### src/rtl/muldiv_pkg.sv
// Shared definitions for the iterative multiply/divide sequencer:
// operation codes, FSM state encoding and the default operand width.
package muldiv_pkg;

    localparam int MD_WIDTH = 32;

    typedef enum logic [1:0] {
        MD_MULT  = 2'b00,
        MD_MULTU = 2'b01,
        MD_DIV   = 2'b10,
        MD_DIVU  = 2'b11
    } md_op_e;

    typedef enum logic [1:0] {
        ST_IDLE = 2'b00,
        ST_PREP = 2'b01,
        ST_RUN  = 2'b10,
        ST_FIX  = 2'b11
    } md_state_e;

    // Signed variants (MULT, DIV) have a clear low opcode bit.
    function automatic logic md_is_signed(input md_op_e op);
        return ~op[0];
    endfunction

endpackage

### src/rtl/adder_32bits.sv
// Ripple-style adder shared with the ALU: sum plus carry out.
module adder_32bits #(
    parameter int WIDTH = 32
) (
    input  logic [WIDTH-1:0] a_i,
    input  logic [WIDTH-1:0] b_i,
    input  logic             cin_i,
    output logic [WIDTH-1:0] sum_o,
    output logic             cout_o
);

    assign {cout_o, sum_o} = {1'b0, a_i} + {1'b0, b_i} + {{WIDTH{1'b0}}, cin_i};

endmodule

### src/rtl/muldiv_step.sv
// One radix-2 iteration: shift-add for multiply, restoring
// shift-subtract for divide, both built on the shared adder.
// In divide mode shreg_o has a zero in bit 0; the caller inserts qbit_o.
module muldiv_step
    import muldiv_pkg::*;
#(
    parameter int WIDTH = MD_WIDTH
) (
    input  logic [WIDTH-1:0] acc_i,
    input  logic [WIDTH-1:0] shreg_i,
    input  logic [WIDTH-1:0] operand_i,
    input  logic             div_i,
    output logic [WIDTH-1:0] acc_o,
    output logic [WIDTH-1:0] shreg_o,
    output logic             qbit_o
);

    logic [WIDTH-1:0] add_a;
    logic [WIDTH-1:0] add_b;
    logic [WIDTH-1:0] sum;
    logic             cout;
    logic [WIDTH-1:0] rem_sh;

    // Partial remainder shifted left with the next dividend bit brought in.
    assign rem_sh = {acc_i[WIDTH-2:0], shreg_i[WIDTH-1]};

    // Adder operand selection: acc + multiplicand, or rem - divisor.
    always_comb begin
        add_a = acc_i;
        add_b = '0;
        if (div_i) begin
            add_a = rem_sh;
            add_b = ~operand_i;
        end else if (shreg_i[0]) begin
            add_b = operand_i;
        end
    end

    adder_32bits #(.WIDTH(WIDTH)) u_add (
        .a_i    (add_a),
        .b_i    (add_b),
        .cin_i  (div_i),
        .sum_o  (sum),
        .cout_o (cout)
    );

    // Result formation; a set top remainder bit means the shifted value
    // already exceeds WIDTH bits, so the subtract always succeeds.
    always_comb begin
        qbit_o  = 1'b0;
        acc_o   = {cout, sum[WIDTH-1:1]};
        shreg_o = {sum[0], shreg_i[WIDTH-1:1]};
        if (div_i) begin
            qbit_o  = acc_i[WIDTH-1] | cout;
            acc_o   = qbit_o ? sum : rem_sh;
            shreg_o = {shreg_i[WIDTH-2:0], 1'b0};
        end
    end

endmodule

### src/rtl/muldiv_seq.sv
// Iterative MULT/MULTU/DIV/DIVU sequencer with HI/LO and MTHI/MTLO.
// Optional macro MULDIV_DIV0_FLAG_EN adds a sticky divide-by-zero flag
// output div0, set at completion and cleared by the next start.
module muldiv_seq
    import muldiv_pkg::*;
#(
    parameter int WIDTH = MD_WIDTH,
    parameter int ITER  = WIDTH
) (
    input  logic             clk,
    input  logic             reset,
    input  logic             start,
    input  logic [1:0]       MDOp,
    input  logic [WIDTH-1:0] A,
    input  logic [WIDTH-1:0] B,
    input  logic             mthi,
    input  logic             mtlo,
    input  logic [WIDTH-1:0] wdata,
    output logic             busy,
    output logic             done,
    output logic [WIDTH-1:0] HI,
    output logic [WIDTH-1:0] LO
`ifdef MULDIV_DIV0_FLAG_EN
    ,
    output logic             div0
`endif
);

    localparam int CW = $clog2(ITER + 1);
    localparam int PW = 2 * WIDTH;

    md_state_e        state_q, state_d;
    md_op_e           op_q, op_d;
    logic [CW-1:0]    cnt_q, cnt_d;
    logic [WIDTH-1:0] a_q, a_d, b_q, b_d;
    logic [WIDTH-1:0] acc_q, acc_d, sh_q, sh_d;
    logic [WIDTH-1:0] hi_q, hi_d, lo_q, lo_d;
    logic             neg_lo_q, neg_lo_d, neg_hi_q, neg_hi_d;
    logic             done_q, done_d;
`ifdef MULDIV_DIV0_FLAG_EN
    logic             div0_q, div0_d;
`endif

    logic             is_div;
    logic             start_signed;
    logic [WIDTH-1:0] a_abs, b_abs;
    logic [WIDTH-1:0] step_acc, step_sh;
    logic             step_qbit;
    logic [PW-1:0]    prod_fix;
    logic [WIDTH-1:0] quo_fix, rem_fix;

    assign is_div       = op_q[1];
    assign start_signed = md_is_signed(md_op_e'(MDOp));
    // 0x80000000 negates to itself, which is its correct unsigned magnitude.
    assign a_abs = (start_signed && A[WIDTH-1]) ? (~A + WIDTH'(1)) : A;
    assign b_abs = (start_signed && B[WIDTH-1]) ? (~B + WIDTH'(1)) : B;

    assign prod_fix = neg_lo_q ? (~{acc_q, sh_q} + PW'(1)) : {acc_q, sh_q};
    assign quo_fix  = neg_lo_q ? (~sh_q + WIDTH'(1)) : sh_q;
    assign rem_fix  = neg_hi_q ? (~acc_q + WIDTH'(1)) : acc_q;

    muldiv_step #(.WIDTH(WIDTH)) u_step (
        .acc_i     (acc_q),
        .shreg_i   (sh_q),
        .operand_i (is_div ? b_q : a_q),
        .div_i     (is_div),
        .acc_o     (step_acc),
        .shreg_o   (step_sh),
        .qbit_o    (step_qbit)
    );

    // Next-state, datapath and HI/LO write logic.
    always_comb begin
        state_d  = state_q;
        op_d     = op_q;
        cnt_d    = cnt_q;
        a_d      = a_q;
        b_d      = b_q;
        acc_d    = acc_q;
        sh_d     = sh_q;
        hi_d     = hi_q;
        lo_d     = lo_q;
        neg_lo_d = neg_lo_q;
        neg_hi_d = neg_hi_q;
        done_d   = 1'b0;
`ifdef MULDIV_DIV0_FLAG_EN
        div0_d   = div0_q;
`endif
        unique case (state_q)
            ST_IDLE: begin
                if (mthi) hi_d = wdata;
                if (mtlo) lo_d = wdata;
                if (start) begin
                    state_d  = ST_PREP;
                    op_d     = md_op_e'(MDOp);
                    a_d      = a_abs;
                    b_d      = b_abs;
                    neg_lo_d = start_signed & (A[WIDTH-1] ^ B[WIDTH-1]);
                    neg_hi_d = start_signed & A[WIDTH-1];
`ifdef MULDIV_DIV0_FLAG_EN
                    div0_d   = 1'b0;
`endif
                end
            end
            ST_PREP: begin
                acc_d   = '0;
                sh_d    = is_div ? a_q : b_q;
                cnt_d   = '0;
                state_d = ST_RUN;
            end
            ST_RUN: begin
                acc_d = step_acc;
                sh_d  = {step_sh[WIDTH-1:1], is_div ? step_qbit : step_sh[0]};
                cnt_d = cnt_q + CW'(1);
                if (cnt_q == CW'(ITER - 1)) state_d = ST_FIX;
            end
            ST_FIX: begin
                if (is_div) begin
                    hi_d = rem_fix;
                    lo_d = quo_fix;
                end else begin
                    {hi_d, lo_d} = prod_fix;
                end
`ifdef MULDIV_DIV0_FLAG_EN
                div0_d  = is_div && (b_q == '0);
`endif
                done_d  = 1'b1;
                state_d = ST_IDLE;
            end
            default: state_d = ST_IDLE;
        endcase
    end

    // State register; reset aborts any operation and clears HI/LO.
    always_ff @(posedge clk) begin
        if (reset) begin
            state_q  <= ST_IDLE;
            op_q     <= MD_MULT;
            cnt_q    <= '0;
            a_q      <= '0;
            b_q      <= '0;
            acc_q    <= '0;
            sh_q     <= '0;
            hi_q     <= '0;
            lo_q     <= '0;
            neg_lo_q <= 1'b0;
            neg_hi_q <= 1'b0;
            done_q   <= 1'b0;
`ifdef MULDIV_DIV0_FLAG_EN
            div0_q   <= 1'b0;
`endif
        end else begin
            state_q  <= state_d;
            op_q     <= op_d;
            cnt_q    <= cnt_d;
            a_q      <= a_d;
            b_q      <= b_d;
            acc_q    <= acc_d;
            sh_q     <= sh_d;
            hi_q     <= hi_d;
            lo_q     <= lo_d;
            neg_lo_q <= neg_lo_d;
            neg_hi_q <= neg_hi_d;
            done_q   <= done_d;
`ifdef MULDIV_DIV0_FLAG_EN
            div0_q   <= div0_d;
`endif
        end
    end

    assign busy = (state_q != ST_IDLE);
    assign done = done_q;
    assign HI   = hi_q;
    assign LO   = lo_q;
`ifdef MULDIV_DIV0_FLAG_EN
    assign div0 = div0_q;
`endif

endmodule

### config.mk
export PLATFORM = sky130hd
export DESIGN_NAME = muldiv_seq
export DESIGN_NICKNAME = d
export VERILOG_FILES = /design/src/rtl/muldiv_pkg.sv /design/src/rtl/adder_32bits.sv /design/src/rtl/muldiv_step.sv /design/src/rtl/muldiv_seq.sv
export SDC_FILE = /design/constraint.sdc
export NUM_CORES = 1
export LEC_CHECK = 0
export BUFFER_PORTS_ARGS = -buffer_cell sky130_fd_sc_hd__buf_4
export CORE_ASPECT_RATIO = 2
export CORE_MARGIN = 5
export CORE_UTILIZATION = 65
export CTS_CLUSTER_DIAMETER = 100
export DETAILED_ROUTE_END_ITERATION = 10
export GPL_ROUTABILITY_DRIVEN = 0
export PLACE_DENSITY = 0.92
export SKIP_CTS_REPAIR_TIMING = 1
export SLEW_MARGIN = 20
export SYNTH_ARGS = -nofsm -noshare
export SYNTH_HDL_FRONTEND = slang
export SYNTH_SLANG_ARGS = --single-unit
### constraint.sdc
create_clock -name clk -period 16.25 [get_ports clk]
set_input_delay 3.25 -clock clk [delete_from_list [all_inputs] [get_ports clk]]
set_output_delay 3.25 -clock clk [all_outputs]
set_load 0.01 [all_outputs]
=== After elaboration in Yosys (flattened, before gate mapping) ===
Index checks and enable logic that the tools add are counted.

* Output and inout bits: 66
* Flip-flop bits (word level): 205
* Logic and storage cells: 76
* Input port bits: 103

* Bitwise operators: 11
* Reduce and logical (&&, ||, !) cells: 10
* Muxes and demuxes: 27
* Equal/unequal tests: 8
* $add $sub $neg: 8

{| class="wikitable"
|+ Operators with widths
! operator !! count
|-
| 32-bit 2-to-1 mux || 16
|-
| 32-bit case mux with 2 select lines || 4
|-
| 32-bit NOT || 5
|-
| 32-bit by 1-bit adder with 32-bit output (second input constant) || 4
|-
| 64-bit by 1-bit adder with 64-bit output (second input constant) || 1
|-
| 64-bit 2-to-1 mux || 1
|-
| 64-bit NOT || 1
|-
| 32-bit by 32-bit adder with 33-bit output || 1
|-
| 33-bit by 1-bit adder with 33-bit output || 1
|-
| 6-bit case mux with 2 select lines || 1
|-
| 2-bit inequality test (second input constant) || 4
|-
| 2-bit case mux with 4 select lines || 1
|-
| 2-bit AND reduction || 4
|-
| 6-bit by 1-bit adder with 6-bit output (second input constant) || 1
|-
| 6-bit by 5-bit == test with 1-bit output (second input constant) || 1
|-
| 2-bit nonzero test || 3
|-
| 2-bit == test (second input constant) || 2
|-
| 2-bit 2-to-1 mux || 2
|-
| 1-bit bitwise AND || 2
|-
| 2-bit by 1-bit == test with 1-bit output (second input constant) || 1
|-
| 1-bit logical AND || 2
|-
| 2-bit logical NOT || 1
|-
| 1-bit 2-to-1 mux || 2
|-
| 1-bit NOT || 1
|-
| other kinds (2) || 2
|}

=== Depth between registers and ports, before layout ===
* Depth in word-level cells: 9
* Mapped depth: 19
* Gate-level depth less buffers: 13

=== By module ===
From an unflattened synthesis, not the netlist that was laid out.

* Cell total of the unflattened synthesis: 1986
* Area total of the unflattened synthesis: 15864.0 µm²

{| class="wikitable"
|+ Modules (own cells, without submodules)
! module !! area each (µm²) !! sequential area each (µm²) !! cells each !! instances
|-
| muldiv_seq || 11931.4 || 4083.9 || 1496 || 1
|-
| muldiv_step || 2283.4 || 0.0 || 262 || 1
|-
| adder_32bits || 1649.1 || 0.0 || 228 || 1
|}

=== Worst setup path after synthesis ===
Ideal clock, no wire load.

* Path type: input-to-reg
* Start point: input port A[4]
* End point: register a_q[29]
* Slack: 10.563 ns
* Path buffers: 0
* Data required time: 16.164 ns
* Arrival: 5.602 ns
* Stages: 9
* Setup time: 0.086 ns
* Path through: or3_4 > or4_4 > nor3b_2 > and3_2 > nand3b_2 > or4_4 > o41ai_2 > xor2_1 > a211oi_1

* Longest elaborated chain between the ends: 3

{| class="wikitable"
|+ Ends and longest elaborated chain
! what !! RTL line !! source
|-
| from (decl) || muldiv_seq.sv:14 || <nowiki>input logic [WIDTH-1:0] A,</nowiki>
|-
| 32-bit NOT || muldiv_seq.sv:55 || <nowiki>assign a_abs = (start_signed && A[WIDTH-1]) ? (~A + WIDTH'(1)) : A;</nowiki>
|-
| 32-bit by 1-bit adder with 32-bit output || muldiv_seq.sv:55 ||
|-
| 32-bit 2-to-1 mux || muldiv_seq.sv:55 ||
|-
| to (signal assigned) || muldiv_seq.sv:140 || <nowiki>a_q <= '0;</nowiki>
|-
| to (signal assigned) || muldiv_seq.sv:156 || <nowiki>a_q <= a_d;</nowiki>
|-
| to (decl) || muldiv_seq.sv:35 || <nowiki>logic [WIDTH-1:0] a_q, a_d, b_q, b_d;</nowiki>
|}

Every way passes these cells.
A chain may end at the register's enable or synchronous reset.

=== Final worst setup path ===
* Start point: register op_q[1]
* End point: register sh_q[0]

* Longest elaborated chain between the ends: 8
* Elaborated cells on any way between the ends: 12
* Those cells by class: 2 x add/sub; 8 x mux; 2 x bitwise

{| class="wikitable"
|+ Ends and longest elaborated chain
! what !! RTL line !! source
|-
| from (decl) || muldiv_seq.sv:33 || <nowiki>md_op_e op_q, op_d;</nowiki>
|-
| from (signal assigned) || muldiv_seq.sv:154 || <nowiki>op_q <= op_d;</nowiki>
|-
| 32-bit 2-to-1 mux || muldiv_seq.sv:65 || <nowiki>.operand_i (is_div ? b_q : a_q),</nowiki>
|-
| 32-bit 2-to-1 mux / 32-bit NOT (equally long branches) || muldiv_step.sv:34, muldiv_step.sv:33 ||
|-
| 32-bit 2-to-1 mux || muldiv_step.sv:31 || <nowiki>if (div_i) begin</nowiki>
|-
| 32-bit by 32-bit adder with 33-bit output || adder_32bits.sv:12 || <nowiki>assign {cout_o, sum_o} = {1'b0, a_i} + {1'b0, b_i} + {{WIDTH{1'b0}}, cin_i};</nowiki>
|-
| 33-bit by 1-bit adder with 33-bit output || adder_32bits.sv:12 ||
|-
| 1-bit OR || muldiv_step.sv:54 || <nowiki>qbit_o = acc_i[WIDTH-1] | cout;</nowiki>
|-
| 1-bit 2-to-1 mux || muldiv_seq.sv:113 || <nowiki>sh_d = {step_sh[WIDTH-1:1], is_div ? step_qbit : step_sh[0]};</nowiki>
|-
| 32-bit case mux with 2 select lines (*) || muldiv_seq.sv:89 || <nowiki>unique case (state_q)</nowiki>
|-
| to (signal assigned) || muldiv_seq.sv:143 || <nowiki>sh_q <= '0;</nowiki>
|-
| to (signal assigned) || muldiv_seq.sv:159 || <nowiki>sh_q <= sh_d;</nowiki>
|-
| to (decl) || muldiv_seq.sv:36 || <nowiki>logic [WIDTH-1:0] acc_q, acc_d, sh_q, sh_d;</nowiki>
|}

Mark *: on every way between the ends. The rest lies on a longest branch, timed or not.

==> results.yml <==
timing:
  period_needed_ps: 5850
  setup_tns_ps: 0
  fmax_mhz: 171
  fin_skew_ps: 21.4
  timing.slew.headroom: 0.247
  hold_viol_final: 0
  fin_crit_sh: 0.360
  finalSetupViolCount: 0
  worstMarginPinSlew_ps: 1130
  rsz0062_at_grt: "no"
  drv_slew: 0
route:
  final_antenna_net_count: 0
  wire_per_inst_microns: 23.3
  first_iter_violations: 2092
  routed_via_density: 7.01
  drt_pass1_iterations: 9
  vias: 14900
  drt_wl_total_microns: 49500
  drc: 0
synth:
  syn-instance-count: 1776
  synth-edff-count: 0
  syn_avg_cell_area_sq_um: 8.12
  synth_nets: 1921
  syn-cell-area_sq_um: 14400
  ys_seq_elements: 204
  async_flop_share: 0
  yosys.area.top_type: "dfxtp_1"
  synth_area_leaders: "dfxtp_1 28%, mux2i_1 7.0%, nor2_1 6.6%"
  synthFlopType: "dfxtp_1"
  synth_warnings: 0
  synth.distinct_cells: 73
  synth_top_area_frac: 0.283
  ys_seq_area_frac: 0.283
worst_setup_path:
  path_buf_inv: 2
  r2r_start: "op_q[1]"
  cp_max_fo: 67
  reg2reg_depth: 12
  end_kind: "register"
  crit_slowest_cell: "nor2_4"
  cp.required_ps: 16620
  cpLargestDelayFamily: "compound AO/OA/AOI/OAI gates"
  arrival_ps: 6220
  regToRegSetupSlack_ps: 10400
  crit_type: "register to register"
  path_cells: "buf_4 > buf_4 > mux2i_1 > ha_1 > a21o_1 > o2111ai_1 > a21oi_1 > o31a_1 > a21o_1 > nor2_4 > mux4_2 > a211oi_1"
  cp_slowest_stage_delay_ps: 880
  startpoint_type: "register"
  timing.rr.end: "sh_q[0]"
floorplanning:
  ios: 169
  fp.coreArea_sq_um: 22000
  start_util: 0.657
  fp-row-count: 77
  die_h_microns: 221
  die_area_sq_um: 25500
  die-width_microns: 115
global_routing:
  grt_usage: 0.382
  grt_pass1_wl_microns: 76300
  antenna_found_initial: 1
  grt_max_degree: 83
  overflow: 0
  first_global_vias: 14500
min_path:
  holdPathEnd: "HI[26]"
  min_from: "HI[26]"
  holdPathStages: 1
  hp-class: "register to register"
clocking:
  clockRootBuffer: "clkbuf_16"
  cts.sinks: 204
  clk_latency_ps: 520
  clkTransAtPathRegs_ps: 70
  htree_levels: 1
  cts_buffer_depth: 3
  cts_buffers: 18
  cts_tree: "yes"
finish:
  final_nets: 1981
  stdcell_count: 2125
  area_growth_pct: 12.8
  drive_above_1_share: 0.162
pwr:
  swShare: 0.439
  irDropWorstVdd_mv: 0.152
  powerDensity_nw_per_um2: 147
  power.share.sequential: 0.314
  leakagePower_nw: 6.70
  clockPowerShare: 0.194
  combPwrFrac: 0.492
  power_switching_mw: 1.05
  intPower_mw: 1.34
place:
  port_buffers: 168
  place_hpwl_microns: 35900
  placedCellCount: 2091
run_status:
  status: "complete, no violations"
run:
  maxCapViolCount: 0
[how the worst max path moves through the flow]
stage	start	endpoint	slack [ps]	depth (start not counted)
after floorplan	A[4]	a_q[29]	10560	9
after global placement	A[4]	a_q[28]	10220	10
after detailed placement	A[4]	a_q[30]	10070	10
after CTS	A[4]	a_q[30]	10580	10
after global routing	op_q[1]	acc_q[26]	10170	12
final	op_q[1]	sh_q[0]	10400	12
[synthesized netlist by cell type, types with 7 or more instances]
library cell  instances
o21ai_0              95
buf_1                27
nor4_1               22
mux2_2               29
nand2b_1             12
o41ai_1              10
a21o_1               22
nor3_1               28
nand4_1              12
inv_1                27
or3_1                23
clkbuf_1            111
o31ai_1              15
nand2_1             130
a22oi_1              31
a211oi_1             95
a2111oi_0             8
mux2i_1             101
buf_2                 8
and2_1                9
dfxtp_1             204
xnor2_1              64
nor2_1              252
a211o_1               9
nand3_1              26
a31oi_1              10
a21oi_1             128
xor2_1               73
nor2b_1               7
ha_1                 40
a311oi_1             15
mux4_2               30
or4_1                14
[registers in the layout, summed over array words and instances, names as in the netlist]
name	flops
a_q	32
LO	32
done	1
state_q	2
acc_q	32
sh_q	32
b_q	32
op_q	1
cnt_q	6
HI	32
neg_lo_q	1
neg_hi_q	1
[power groups by stage]
stage / registers, mW / logic (mW) / clock network [mW]
2_1_floorplan: 0.711 / 0.812 / 0
3_5_place_dp: 0.749 / 1.11 / 0
3_3_place_gp: 0.739 / 1.07 / 0
4_1_cts: 0.739 / 1.12 / 0.460
5_1_grt: 0.758 / 1.26 / 0.480
6_report: 0.749 / 1.17 / 0.462
[stage by stage]
| step | util | power (mW) | area [sq um] | setup WS (ps) | hold WS [ps] |
|---|---|---|---|---|---|
| floorplan | - | 1.52 | 14400 | 10560 | 442 |
| global placement | 0.712 | 1.81 | 15600 | 10220 | 439 |
| detailed placement | 0.712 | 1.86 | 15600 | 10070 | 441 |
| CTS | 0.740 | 2.32 | 16200 | 10580 | 456 |
| global route | 0.740 | 2.50 | 16300 | 10170 | 483 |
| finish | 0.741 | 2.38 | 16300 | 10400 | 457 |
[worst reg2reg max path: stages, from the launching register on]
cell	delay, ps
dfxtp_4	600
buf_4	700
buf_4	780
mux2i_1	480
ha_1	360
a21o_1	220
o2111ai_1	360
a21oi_1	160
o31a_1	360
a21o_1	250
nor2_4	880
mux4_2	460
a211oi_1	80
[kinds of logic (layout without fill, tap and decap cells)]
group / after synthesis / in the layout / synth area share
other: 0 / 2 / 0
AO/OA/AOI/OAI: 491 / 491 / 0.225
multiplexers: 162 / 162 / 0.143
flip-flops: 204 / 204 / 0.283
XOR/XNOR: 137 / 137 / 0.0832
AND/OR/NAND/NOR: 566 / 566 / 0.181
buffers and inverters: 174 / 245 / 0.0465
adder cells (fa/ha/maj): 42 / 42 / 0.0375
[final cells by class]
| cell class | instances | area, sq um |
|---|---|---|
| diodes | 2 | 5.00 |
| flip-flops and latches | 204 | 4090 |
| well taps | 276 | 345 |
| clock inverters | 7 | 130 |
| inverters | 27 | 101 |
| fillers | 1549 | 5700 |
| clock buffers | 24 | 483 |
| multi-input cells | 1398 | 9710 |
| repair buffers | 187 | 1400 |
[placed cells by master (no fill, tap or decap), types with 6 or more instances in the layout]
cell and n:
nor2_1 251, dfxtp_1 203, buf_4 187, nand2_1 130, a21oi_1 126, mux2i_1 101
o21ai_0 95, a211oi_1 95, xor2_1 73, xnor2_1 64, ha_1 38, a22oi_1 31
mux4_2 30, mux2_2 29, inv_1 27, nor3_1 27, nand3_1 26, or3_1 23
a21o_1 22, nor4_1 21, clkbuf_16 18, o31ai_1 15, a311oi_1 15, or4_1 14
nand2b_1 12, nand4_1 12, a31oi_1 10, o41ai_1 10, a211o_1 9, and2_1 8
a2111oi_0 8, nor2b_1 7, a22o_1 6, nor3b_1 6
[routing by layer]
layer  up-vias  GRT usage  part of all wire  routed length, microns
met4         0      0.332              0.11                    5370
met3       340      0.102              0.11                    5480
li1       6640          -                 -                       -
met5         -          0                 0                       0
met2      1056      0.644              0.47                   23500
met1      6864      0.379              0.31                   15100
No activity file was read; power rests on OpenSTA's default activity.
